==> src/rtl/pipelined_write_decoder_pkg.sv <==
// Shared sizing helpers and types for the registered write-port decoder.
package decoder_pkg;

  function automatic int depth_of(input int addr_w);
    return 1 << addr_w;
  endfunction

  localparam int DEF_ADDR_W       = 5;
  localparam int DEF_ZERO_REG_IDX = 31;

  typedef logic [depth_of(DEF_ADDR_W)-1:0] onehot_t;

endpackage

==> src/rtl/pipelined_write_decoder_if.sv <==
// Writeback-to-register-file bus: decode requests in, registered enables out.
interface decoder_if
  import decoder_pkg::*;
#(
  parameter int ADDR_W    = DEF_ADDR_W,
  parameter int NUM_PORTS = 2,
  parameter int CNT_W     = 8
);
  localparam int DEPTH = depth_of(ADDR_W);

  logic                        enable;
  logic                        flush;
  logic [NUM_PORTS-1:0]        in_valid;
  logic [NUM_PORTS*ADDR_W-1:0] in_addr;
  logic [NUM_PORTS*DEPTH-1:0]  out_onehot;
  logic [DEPTH-1:0]            out_any;
  logic                        out_valid;
  logic                        conflict;
  logic [CNT_W-1:0]            conflict_count;

  modport master (
    output enable, flush, in_valid, in_addr,
    input  out_onehot, out_any, out_valid, conflict, conflict_count
  );

  modport slave (
    input  enable, flush, in_valid, in_addr,
    output out_onehot, out_any, out_valid, conflict, conflict_count
  );
endinterface

==> src/rtl/pipelined_write_decoder_n_to_onehot.sv <==
// Combinational single-port N-to-2**N one-hot decoder with enable.
module n_to_onehot_decoder #(
  parameter int ADDR_W = 5
) (
  input  logic [ADDR_W-1:0]      in,
  input  logic                   enable,
  output logic [(1<<ADDR_W)-1:0] out
);
  always_comb begin
    out = '0;
    if (enable) out[in] = 1'b1;
  end
endmodule

==> src/rtl/pipelined_write_decoder.sv <==
// Multi-port registered write-enable decoder: zero-register masking,
// lowest-port-wins arbitration on collisions, saturating conflict counter.
module pipelined_write_decoder
  import decoder_pkg::*;
#(
  parameter int ADDR_W       = DEF_ADDR_W,
  parameter int NUM_PORTS    = 2,
  parameter int ZERO_REG_EN  = 1,
  parameter int ZERO_REG_IDX = DEF_ZERO_REG_IDX,
  parameter int CNT_W        = 8
) (
  input  logic      clk,
  input  logic      reset_n,
  decoder_if.slave  bus
);
  localparam int                DEPTH   = depth_of(ADDR_W);
  localparam bit                ZEN     = (ZERO_REG_EN != 0);
  localparam logic [ADDR_W-1:0] ZIDX    = ADDR_W'(ZERO_REG_IDX);
  localparam logic [CNT_W-1:0]  CNT_MAX = '1;

  logic [NUM_PORTS-1:0][DEPTH-1:0] raw;
  logic [NUM_PORTS-1:0][DEPTH-1:0] onehot_d, onehot_q;
  logic [DEPTH-1:0]                any_d, any_q, claimed;
  logic                            conf_d, conf_q, valid_q;
  logic [CNT_W-1:0]                cnt_d, cnt_q;

  // Zero-register hits are masked at the decoder enable so they can never collide.
  for (genvar p = 0; p < NUM_PORTS; p++) begin : g_port
    logic [ADDR_W-1:0] addr;
    logic              en;
    assign addr = bus.in_addr[p*ADDR_W +: ADDR_W];
    assign en   = bus.enable & bus.in_valid[p] & ~(ZEN & (addr == ZIDX));
    n_to_onehot_decoder #(.ADDR_W(ADDR_W)) u_dec (
      .in     (addr),
      .enable (en),
      .out    (raw[p])
    );
  end

  // Walk ports low to high; a port whose line is already claimed loses entirely.
  always_comb begin
    claimed  = '0;
    conf_d   = 1'b0;
    onehot_d = '0;
    for (int p = 0; p < NUM_PORTS; p++) begin
      if (|(raw[p] & claimed)) conf_d = 1'b1;
      else                     onehot_d[p] = raw[p];
      claimed = claimed | raw[p];
    end
    any_d = claimed;
    cnt_d = cnt_q;
    if (!bus.flush && conf_d && cnt_q != CNT_MAX) cnt_d = cnt_q + 1'b1;
  end

  always_ff @(posedge clk or negedge reset_n) begin
    if (!reset_n) begin
      onehot_q <= '0;
      any_q    <= '0;
      valid_q  <= 1'b0;
      conf_q   <= 1'b0;
      cnt_q    <= '0;
    end else if (bus.flush) begin
      onehot_q <= '0;
      any_q    <= '0;
      valid_q  <= 1'b0;
      conf_q   <= 1'b0;
    end else begin
      onehot_q <= onehot_d;
      any_q    <= any_d;
      valid_q  <= |any_d;
      conf_q   <= conf_d;
      cnt_q    <= cnt_d;
    end
  end

  assign bus.out_onehot     = onehot_q;
  assign bus.out_any        = any_q;
  assign bus.out_valid      = valid_q;
  assign bus.conflict       = conf_q;
  assign bus.conflict_count = cnt_q;

endmodule

==> src/flat_wrapper.sv <==
// flat-port wrapper written by rule: the top's interface ports become plain ports
module pipelined_write_decoder_flat import decoder_pkg::*;
#(
  parameter int ADDR_W       = DEF_ADDR_W,
  parameter int NUM_PORTS    = 2,
  parameter int ZERO_REG_EN  = 1,
  parameter int ZERO_REG_IDX = DEF_ZERO_REG_IDX,
  parameter int CNT_W        = 8
)
  (clk, reset_n, bus_enable, bus_flush, bus_in_valid, bus_in_addr, bus_out_onehot, bus_out_any, bus_out_valid, bus_conflict, bus_conflict_count);
  decoder_if #(.ADDR_W(ADDR_W), .NUM_PORTS(NUM_PORTS), .CNT_W(CNT_W)) bus_i ();
  input  logic clk;
  input  logic reset_n;
  input wire logic [$bits(bus_i.enable)-1:0] bus_enable;
  input wire logic [$bits(bus_i.flush)-1:0] bus_flush;
  input wire logic [$bits(bus_i.in_valid)-1:0] bus_in_valid;
  input wire logic [$bits(bus_i.in_addr)-1:0] bus_in_addr;
  output wire logic [$bits(bus_i.out_onehot)-1:0] bus_out_onehot;
  output wire logic [$bits(bus_i.out_any)-1:0] bus_out_any;
  output wire logic [$bits(bus_i.out_valid)-1:0] bus_out_valid;
  output wire logic [$bits(bus_i.conflict)-1:0] bus_conflict;
  output wire logic [$bits(bus_i.conflict_count)-1:0] bus_conflict_count;
  assign bus_i.enable = bus_enable;
  assign bus_i.flush = bus_flush;
  assign bus_i.in_valid = bus_in_valid;
  assign bus_i.in_addr = bus_in_addr;
  assign bus_out_onehot = bus_i.out_onehot;
  assign bus_out_any = bus_i.out_any;
  assign bus_out_valid = bus_i.out_valid;
  assign bus_conflict = bus_i.conflict;
  assign bus_conflict_count = bus_i.conflict_count;
  pipelined_write_decoder #(.ADDR_W(ADDR_W), .NUM_PORTS(NUM_PORTS), .ZERO_REG_EN(ZERO_REG_EN), .ZERO_REG_IDX(ZERO_REG_IDX), .CNT_W(CNT_W)) u_core (.clk(clk), .reset_n(reset_n), .bus(bus_i));
endmodule
==> config.mk <==
export PLATFORM = sky130hd
export DESIGN_NAME = pipelined_write_decoder_flat
export DESIGN_NICKNAME = d
export VERILOG_FILES = /design/src/rtl/pipelined_write_decoder_pkg.sv /design/src/rtl/pipelined_write_decoder_if.sv /design/src/rtl/pipelined_write_decoder_n_to_onehot.sv /design/src/rtl/pipelined_write_decoder.sv /design/src/flat_wrapper.sv
export SDC_FILE = /design/constraint.sdc
export NUM_CORES = 1
export LEC_CHECK = 0
export BUFFER_PORTS_ARGS = -buffer_cell sky130_fd_sc_hd__buf_2
export CAP_MARGIN = 20
export CORE_MARGIN = 2
export CORE_UTILIZATION = 35
export DETAILED_ROUTE_END_ITERATION = 16
export SETUP_SLACK_MARGIN = 0.1
export SYNTH_ARGS = -nofsm -noshare
export SYNTH_HDL_FRONTEND = slang
export SYNTH_SLANG_ARGS = --single-unit
==> constraint.sdc <==
create_clock -name clk -period 1.99 [get_ports clk]
set_input_delay 0.0995 -clock clk [delete_from_list [all_inputs] [get_ports clk]]
set_output_delay 0.0995 -clock clk [all_outputs]
set_load 0.1 [all_outputs]
==> summary.md <==
| Metric | Value |
|---|---|
| Port bufs | about 120 |
| Row count | slightly above 40 |
| Ranking of synthesized cells by area | dfrtp_1 59%, nor2_1 8.1%, a22oi_1 5.0% |
| Fmax | ~550 MHz |
| Leading cell type by number of instances after synthesis | dfrtp_1 |
| Count of cell types in the netlist | 61 |
| CTS tree | done |
| Final Instance Count excl. Fillers | 776 |
| Worst skew pair latency | around 0.35 ns |
| Register Area | about 0.0027 mm² |
| TritonCTS buffer count | 9 |
| Post-synth top cells | 106 x dfrtp_1, 98 x nor2_1, 30 x a22oi_1 |
| Synthesized instance count | about 430 |
| Register bit count reported by yosys | around 110 |
| GRT Total Usage | 0.185 |
| Status | finished, final reports clean |
| Final wirelength | roughly 12 mm |
| Syn Area/Cell | roughly 10 µm² |
| GRT overflow | 0 |
| Worst Tran Pin Value | roughly 0.53 ns |
| Post-layout util | 0.481 |
| Initial antenna violation count | 0 |
| Pre-antenna DRT Iters | 5 |
| # nets final | 616 |
| Required @ worst endpoint | approximately 2.3 ns |
| Register area share after synthesis | 0.585 |
| FFs w/ async S/R, synth | 1.00 |
| Rel. slew slack | 0.641 |
| Critical path launch point type | primary input |
| # H-tree levels | 3 |
| Top FF cell, synth | dfrtp_1 |
| Number of global-route vias before repair | 3882 |
| Layout cell share with drive strength beyond 1 | 0.409 |
| Sequential share of power | 0.489 |
| Post-route cell area | 0.00607 mm² |
| Post-synth top area share | 0.585 |
| Die Wd | 118 µm |
| Wire per inst | between 15 and 20 µm |
| Yosys warning total | 0 |
| Combinational share of power | 0.114 |
| Worst path max stage delay | a little under 0.6 ns |
| Sw Ratio | 0.256 |
| Post-DP HPWL | 9.17 mm |
| Ant diodes | 0 |
| Pins over their slew limit | 0 |
| Die height | roughly 120 µm |
| IO Count | around 120 |
| Final Hold Fails | 0 |
| DIE AREA | roughly 0.014 mm² |
| Crit path arrival time | around 2.1 ns |
| Post-synth EDFFs | 0 |
| ANT nets after route | 0 |
| Setup violators final | 0 |
| Iter 0 DRT Violations | approximately 290 |
| Drc violations | 0 |
| Pint | ~3.3 mW |
| CP max-delay cell | or4_4 |
| Setup Skew | about 0.0045 ns |
| Area after DPL | between 0.005 and 0.006 mm² |
| Cell area after synthesis | 0.00453 mm² |
| Max Cap Viol | 0 |
| Fill cells | roughly 1200 |
| Setup CP Type | in -> reg |
| First-pass GRT wire length | around 20 mm |
| Crit path buffers/inverters | 2 |
| Hold slack | between 0.15 and 0.2 ns |
| Starting Density | 0.359 |
| Maximum vdd drop | 512 µV |
| Clock Tree Buf Depth | 2 |
| Worst-path clk slew | 0.07 ns |
| CP max FO | 7 |
| Psw | 1.14 mW |
| Final worst-path cycle share | 0.918 |
| Largest net degree at the start of global routing | approximately 110 |
| DR vias/cell | between 4 and 5 |
| Power Density | approximately 730 mW/mm² |
| Clock root cell | clkbuf_16 |
| Largest delay share family, worst path | simple AND/OR/NAND/NOR gates |
| Biggest area consumer among synthesized cells | dfrtp_1 |
| Area of the multi-input gates | 0.00173 mm² |
| Via count | 3814 |
| Clock power share | 0.396 |
| CP cell instances | buf_2 -> buf_4 -> nand3_1 -> nor2_1 -> a32o_1 -> a21bo_2 -> or3_4 -> or4_4 -> nor2_4 |
| Leak pwr | between 3 and 4 nW |
| Layout area overhead | 33.8% |
| CTS Sinks | about 110 |
| Crit. End Element | flop |
| Core Area | 0.0126 mm² |
| Routability cong. | 0.847 |
| Final min period | ~1.8 ns |
| RSZ-0062 raised after global routing | false |
| Hold crit path type | in -> reg |
| Cells after DPL | around 760 |
==> per-layer routing <==
layer / GRT usage / vias up / wire length [µm]
met5: 0 / - / 0
li1: - / 1816 / -
met2: 0.283 / 133 / 5590
met3: 0.0712 / 19 / 1050
met4: 0.0708 / 0 / 237
met1: 0.237 / 1846 / 5420
==> tightest hold or removal path, stage by stage <==
cell and delay [ns]:
buf_4 0.16, nand3_2 0.09, buf_4 0.12, nor2_1 0.04
==> final cells by class <==
cell class	instances	area share
Inverter	3	0.00186
Clock inverter	6	0.0107
Clock buffer	10	0.0377
Sequential cell	106	0.438
Timing Repair Buffer	191	0.191
Multi-Input combinational cell	288	0.285
Tap cell	172	0.0355
==> power groups by stage <==
stage | Clock (mW) | Combinational (mW) | Sequential, mW
after floorplan | 0 | 0.196 | 2.32
after global placement | 0 | 0.495 | 2.21
after detailed placement | 0 | 0.499 | 2.21
after CTS | 1.81 | 0.503 | 2.17
after global routing | 1.91 | 0.548 | 2.17
final | 1.76 | 0.506 | 2.17
==> sequential cells by signal (all words and copies together) (netlist names) <==
signal	flops
u_core.bus.conflict	1
u_core.bus.out_any	32
u_core.bus.conflict_count	8
u_core.bus.out_valid	1
u_core.bus.out_onehot	64
==> cell families after synthesis <==
kind of cell | after synthesis | synth area share
AOI/OAI and AO/OA | 66 | 0.105
xor gates and xnor gates | 10 | 0.0193
adders and majority gates | 1 | 0.00276
buffers and inverters | 42 | 0.0519
DFF | 106 | 0.585
muxes | 3 | 0.00718
other | 1 | 0.000827
and+or+nand+nor | 205 | 0.228
==> per-stage QoR <==
stage	power [mW]	worst slack, ns	TNS (ns)
6_report	4.44	0.163	0
4_1_cts	4.48	0.188	0
3_3_place_gp	2.71	-0.281	-6.79
3_5_place_dp	2.71	-0.275	-6.31
2_1_floorplan	2.52	-0.0505	-0.363
5_1_grt	4.63	0.105	0
==> worst paths after layout <==
kind	startpoint	cells past startpoint	to	slack, ns
hold / removal	bus_in_addr[3]	4	u_core.bus.out_onehot[29]$_DFF_PN0_	0.19
min in group asynchronous	reset_n	3	u_core.bus.out_onehot[34]$_DFF_PN0_	0.36
setup / recovery	bus_enable	9	u_core.bus.out_onehot[50]$_DFF_PN0_	0.16
hold reg to reg	u_core.bus.conflict_count[5]$_DFFE_PN0P_	1	u_core.bus.conflict_count[5]$_DFFE_PN0P_	0.48
setup reg to reg	u_core.bus.conflict_count[0]$_DFFE_PN0P_	6	u_core.bus.conflict_count[1]$_DFFE_PN0P_	0.44
max in group asynchronous	reset_n	3	u_core.bus.conflict_count[5]$_DFFE_PN0P_	1.20
==> cell usage in the layout (no fill, tap or decap), types with 3 or more instances in the layout <==
| master | synthesis | final |
|---|---|---|
| xnor2_1 | 7 | 7 |
| nor3_2 | 0 | 7 |
| nand4_1 | 8 | 8 |
| nor2_1 | 98 | 98 |
| or3_1 | 5 | 5 |
| a21oi_1 | 12 | 12 |
| dfrtp_2 | 0 | 6 |
| or2_2 | 5 | 4 |
| a22oi_1 | 30 | 30 |
| clkbuf_16 | 0 | 9 |
| conb_1 | 1 | 3 |
| buf_4 | 2 | 71 |
| nor2_2 | 7 | 6 |
| buf_2 | 8 | 117 |
| nand2_1 | 18 | 18 |
| nor2b_1 | 4 | 4 |
| o21ai_0 | 3 | 3 |
| nand2b_1 | 6 | 6 |
| a31oi_1 | 3 | 3 |
| o31ai_1 | 3 | 3 |
| nor3_1 | 12 | 5 |
| nand3_1 | 16 | 15 |
| dfrtp_1 | 106 | 100 |
| and3_1 | 3 | 3 |
==> timing repair <==
action,CTS,global route
hold endpoints to repair,106,0
buffers inserted,0,1
resized for setup,2,12
hold buffers,1,0
endpoints found under the setup margin,10,8
pin swaps,0,6
No activity file was read; power rests on OpenSTA's default activity.
